File: src/rtl/phys_reg_free_list_pkg.sv
// Shared rename-stage parameters and the physical register index type.
package phys_reg_free_list_pkg;
  localparam int PR_WIDTH = 6;
  localparam int NUM_PR   = 64;   // must equal 2**PR_WIDTH
  localparam int NUM_AR   = 32;

  typedef logic [PR_WIDTH-1:0] pr_idx_t;
endpackage

File: src/rtl/phys_reg_free_list.sv
// Circular free list of physical registers: rename pops at head, commit pushes
// displaced mappings at tail, flush rewinds head to the retirement point.
module phys_reg_free_list
  import phys_reg_free_list_pkg::*;
#(
  localparam int FL_DEPTH = NUM_PR - NUM_AR,
  localparam int PTR_W    = $clog2(FL_DEPTH) + 1
) (
  input  logic                clk,
  input  logic                rst,
  input  logic                alloc_req,
  output logic                alloc_ready,
  output logic [PR_WIDTH-1:0] alloc_pd,
  input  logic                commit_valid,
  input  logic [PR_WIDTH-1:0] commit_old_pd,
  input  logic                flush,
  output logic [PTR_W-1:0]    free_count,
  output logic                empty
);

  localparam int IDX_W = PTR_W - 1;

  pr_idx_t          storage [FL_DEPTH];
  logic [PTR_W-1:0] head, retire_head, tail;
  logic [PTR_W-1:0] retire_head_nxt;
  logic             do_alloc;

  // Outputs come only from registered state.
  assign free_count  = tail - head;
  assign empty       = (free_count == '0);
  assign alloc_ready = !empty;
  assign alloc_pd    = storage[head[IDX_W-1:0]];

  assign do_alloc        = alloc_req && alloc_ready && !flush;
  assign retire_head_nxt = retire_head + PTR_W'(commit_valid);

  always_ff @(posedge clk or posedge rst) begin
    if (rst) begin
      head        <= '0;
      retire_head <= '0;
      tail        <= PTR_W'(FL_DEPTH);
    end else begin
      retire_head <= retire_head_nxt;
      if (commit_valid)
        tail <= tail + 1'b1;
      // Commit is older than the flush, so head rewinds past it.
      if (flush)
        head <= retire_head_nxt;
      else if (do_alloc)
        head <= head + 1'b1;
    end
  end

  always_ff @(posedge clk or posedge rst) begin
    if (rst) begin
      for (int i = 0; i < FL_DEPTH; i++)
        storage[i] <= pr_idx_t'(NUM_AR + i);
    end else if (commit_valid) begin
      storage[tail[IDX_W-1:0]] <= commit_old_pd;
    end
  end

endmodule

File: config.mk
export PLATFORM = sky130hd
export DESIGN_NAME = phys_reg_free_list
export DESIGN_NICKNAME = d
export VERILOG_FILES = /design/src/rtl/phys_reg_free_list_pkg.sv /design/src/rtl/phys_reg_free_list.sv
export SDC_FILE = /design/constraint.sdc
export NUM_CORES = 1
export LEC_CHECK = 0
export BUFFER_PORTS_ARGS = -buffer_cell sky130_fd_sc_hd__buf_4
export CAP_MARGIN = 20
export CELL_PAD_IN_SITES_DETAIL_PLACEMENT = 0
export CELL_PAD_IN_SITES_GLOBAL_PLACEMENT = 1
export CORE_MARGIN = 10
export CORE_UTILIZATION = 53
export CTS_CLUSTER_DIAMETER = 30
export DETAILED_ROUTE_END_ITERATION = 12
export GPL_TIMING_DRIVEN = 0
export PLACE_DENSITY_LB_ADDON = 0.08
export SYNTH_ARGS = -nofsm -noshare
export SYNTH_HDL_FRONTEND = slang
export SYNTH_SLANG_ARGS = --single-unit
File: constraint.sdc
create_clock -name clk -period 8.9 [get_ports clk]
set_input_delay 0.89 -clock clk [delete_from_list [all_inputs] [get_ports clk]]
set_output_delay 0.89 -clock clk [all_outputs]
set_load 0.02 [all_outputs]
After elaboration in Yosys (flattened, before gate mapping):

Cells that the tools add are included.
W data, S select, Z words.

* bitwise logic cells: 2
* reductions and logical operators: 7
* mux-type cells: 8
* add/subtract/negate cells: 4
* magnitude comparators: 3

Operators by type and width (count)
* $bwmux W192: 1
* $bmux W6 S5: 1
* $demux W6 S5: 1
* $mux W6: 5
* $add A6 B1 Y6 const B: 2
* $ge A6 B6 Y1 const B: 2
* $not A5 Y6: 2
* $add A6 B1 Y6: 1
* $logic_not A6 Y1: 1
* $lt A6 B1 Y1 const B: 1
* $sub A6 B6 Y6: 1
* $logic_and A1 B1 Y1: 3
* $logic_not A1 Y1: 2
* $reduce_bool A2 Y1: 1

* output and inout port bits: 14
* word-level logic and storage cells: 59
* input bits: 11
* register bits: 210

Depth between registers and ports, before layout:

* depth after elaboration: 7
* gate-level depth with buffers: 10
* depth with buffers taken out: 9

Least setup slack after synthesis:

OpenSTA, ideal clock, no wires.

* path kind: reg-to-output
* from: register head[1]
* to: output port alloc_ready
* cell stages (with the launch flop): 10
* data required time: 8.010 ns
* arrival: 2.565 ns
* path buffers: 2
* slack: 5.445 ns
* path through: dfrtp_1 -> clkbuf_1 -> buf_1 -> inv_1 -> ha_1 -> and2b_2 -> o221ai_2 -> o21ai_2 -> nor4_4 -> inv_2

* cells in the longest elaborated chain, start to end: 3

RTL lines
* from (decl): line phys_reg_free_list.sv:24 `logic [PTR_W-1:0] head, retire_head, tail;`
* from (signal assigned): line phys_reg_free_list.sv:48 `head <= retire_head_nxt;`
* from (signal assigned): line phys_reg_free_list.sv:50 `head <= head + 1'b1;`
* $sub A6 B6 Y6: line phys_reg_free_list.sv:29 `assign free_count = tail - head;`
* $logic_not A6 Y1: line phys_reg_free_list.sv:30 `assign empty = (free_count == '0);`
* net empty: line phys_reg_free_list.sv:18 `output logic empty`
* $logic_not A1 Y1: line phys_reg_free_list.sv:31 `assign alloc_ready = !empty;`
* to (decl): line phys_reg_free_list.sv:12 `output logic alloc_ready,`

The timed path passes the listed nets, and every way through them passes these cells.

Worst setup path in the final report:

* from: register head[1]
* to: output port alloc_ready

* cells in the longest elaborated chain, start to end: 3

RTL lines (line)
* $sub A6 B6 Y6: phys_reg_free_list.sv:29
* $logic_not A6 Y1: phys_reg_free_list.sv:30
* $logic_not A1 Y1: phys_reg_free_list.sv:31

No other way between the ends.

==> impl_results.md <==
* # resized after CTS at 0
* Placed inst area at around 11000 um2
* Cell taking the most area after synthesis: dfstp_2
* Post-layout minimum cycle time at 4700 ps
* Layout Skew at 14.5 ps
* TritonCTS Buffers at between 40 and 50
* Net Switching at 1.60 mW
* Layout cells sized above 1 at 62.7%
* Largest net degree at the start of global routing at 127
* Worst-margin pin slew at 861 ps
* Outcome: complete, no violations
* Slew margin rel. at 42.6%
* R2r startpoint: head[1]
* Tcrit/Tclk final at 52.8%
* CTS clock-pin slew for the worst setup and hold paths at 50 ps
* Clock Latency Late Sink at 520 ps
* DIE WIDTH at 158 um
* Post-Place Cells at 925
* Remaining DRCs at 0
* Sw frac at 31.3%
* Vias per cell at about 6
* CTS tree: built
* Peak VDD IR at 0.220 mV
* # Post-CTS Setup Buffers at 0
* Initial DRC count at 334
* Max_cap viols at 0
* Synthesis-stage register bit count at 210
* H-tree depth at 2
* Global-route wire length before repair at 39700 um
* Fin Hold WS at between 400 and 500 ps
* Drt wl/cell at 24.8 um
* # port buffers at 24
* FF/Latch Area at ~5400 um2
* CP Max Fanout at 10
* Core area at 18800 um2
* Setup slack, reg-to-reg at roughly 5400 ps
* Largest cells by area after synthesis: dfstp_2 29%, dfrtp_1 24%, mux2_2 21%
* Via Count at 5994
* DRT Pass-1 Iters at 4
* Power Internal at 3.51 mW
* Post-route design area at approximately 12000 um2
* Gr usage total at 21.0%
* Crit. End Element: primary output
* Crit path DAT at 3810 ps
* Sink Count at 210
* Worst-case reg-to-reg path depth at 10
* WL final at 24900 um
* Initial Util at 53.9%
* Dpl hpwl at approximately 17000 um
* Remaining Overflow, GRT at 0
* Die Ht at 158 um
* Multi-input logic area at 4500 um2
* Worst hold path type: input pin to async pin
* Nets at 760
* Static leakage at roughly 5.1 nW
* Post-synthesis async set-or-reset flop share at 100%
* Yosys top cell area share at 29.4%
* Post-route ant nets at 0
* Final-report hold violation count at 0
* Fillers at 1366
* Vias in the first global route at 6684
* Comb pwr share at 35.5%
* Area Overhead vs Synth at 19.8%
* Clock power frac at 31.9%
* Fin cells at 1004
* Die footprint at 25000 um2
* GP Congestion at ~0.8
* Syn Area/Cell at 15.2 um2
* Reg2reg end: head[5]
* # setup viols final at 0
* Top_reg_cell synth: dfstp_2
* Syn. warnings at 0
* Hold-fix buffers, CTS at 0
* Gate Count Post-Synth at roughly 670
* PwrDens at 422 nW/um2
* Net count after synthesis at between 600 and 700
* Most common cell after layout, fill and taps aside: mux2_2
* Initial antenna violation count at 2
* Final TNS setup at 0 ps
* Synth cell types at 48
* Share of the yosys chip area belonging to registers at a little over half
* Synthesized area at 10100 um2
* Max Clk Rate at 0.213 GHz
* Critical path class: flop to primary output
* RSZ-0062 raised after global routing: no
* Row cnt at 50
* Critical Path Source Type: flop
* Number of synthesized flops with an enable pin at 0
* Sequential share of power at 32.6%
* Max Slew Vio Count at 0
* CP required at 8010 ps
* Max Root-Sink Buffers at 3
* Clk root buf: clkbuf_16
* Num ports at 25
* Most frequent cells in the layout: 192 x mux2_2, 113 x dfstp_2, 97 x dfrtp_1, 60 x mux4_2, 43 x clkbuf_16
==> sequential cells by signal (all words and copies together), names as in the netlist <==
| register | count |
|---|---|
| tail | 6 |
| head | 6 |
| retire_head | 6 |
| storage | 192 |
==> Yosys cell counts, types with 2 or more instances <==
library cell and count:
nand3_1 18, or2_2 2, o311ai_2 2, a31oi_1 2, clkbuf_1 30, mux4_2 60, xor2_2 2, dfstp_2 113
mux2_2 192, o21ai_1 3, nand4_1 2, xnor2_1 8, clkinv_1 2, ha_1 12, mux2i_1 2, and3_1 2
nor4_1 2, and2_1 2, o21ai_0 5, nor3_1 4, dfrtp_1 97, buf_2 3, nand3b_1 2, nor2_1 23
inv_1 9, xor2_1 3, nand2_1 36, buf_4 5, or3_2 2, nor3b_1 3
==> cell families (layout without fill, tap and decap cells) <==
logic type      after synthesis  in the layout  share of synthesized area, %
mux                         254            254                          34.9
flops                       210            210                          53.3
simple gates                105            105                          5.07
buf+inv                      52            155                          2.20
compound gates               19             19                          1.50
fa+ha+maj                    13             13                          1.68
xor+xnor                     13             13                          1.27
other cells                   0              1                             0
==> per-stage QoR <==
step	setup slack [ps]	util, %	total power [mW]
detailed placement	4720	56.6	3.50
global placement	541	56.4	3.42
finish	4200	64.6	5.12
CTS	4180	64.6	5.15
floorplan	2460	-	2.92
global route	3950	64.6	5.38
==> cell type report <==
cell class,instances,share of cell area [%]
sequential,210,44.5
clock buffer,63,10.2
clock inverter,15,2.09
multi-input combinational,404,37.1
inverter,12,0.434
tap,234,2.42
timing repair buffer,25,1.71
antenna,1,0.0206
buffer,40,1.47
==> metal layers <==
layer	routed length, um	part of all wire, %	track usage, %	vias to the layer above
met3	1310	5.3	4.97	32
met4	503	2.0	6.97	0
met5	0	0	0	-
met2	12400	50	34.8	144
li1	-	-	-	2630
met1	10700	43	26.7	3188
==> worst max path at each step <==
| stage | start | to | slack (ps) | cells after the start |
|---|---|---|---|---|
| 6_report | head[1] | alloc_ready | 4200 | 10 |
| 5_1_grt | head[1] | alloc_ready | 3950 | 10 |
| 4_1_cts | head[1] | alloc_ready | 4180 | 10 |
| 3_5_place_dp | head[1] | alloc_ready | 4720 | 10 |
| 3_3_place_gp | rst | storage[91] | 540 | 2 |
| 2_1_floorplan | rst | head[0] | 2460 | 1 |
==> worst max-delay path, cell delays in order, from the launching register on <==
cell,delay (ps)
dfrtp_1,410
clkbuf_1,270
buf_1,690
inv_1,190
ha_1,330
and2b_2,210
o221ai_2,210
o21ai_2,130
nor4_4,580
inv_2,80
buf_4,180
==> power by group through the flow <==
stage	sequential, mW	combinational, mW	clock (mW)
finish	1.67	1.82	1.63
CTS	1.67	1.83	1.65
global route	1.72	1.96	1.70
global placement	1.64	1.78	0
floorplan	1.60	1.32	0
detailed placement	1.67	1.83	0
Power figures use the tool's default switching activity.
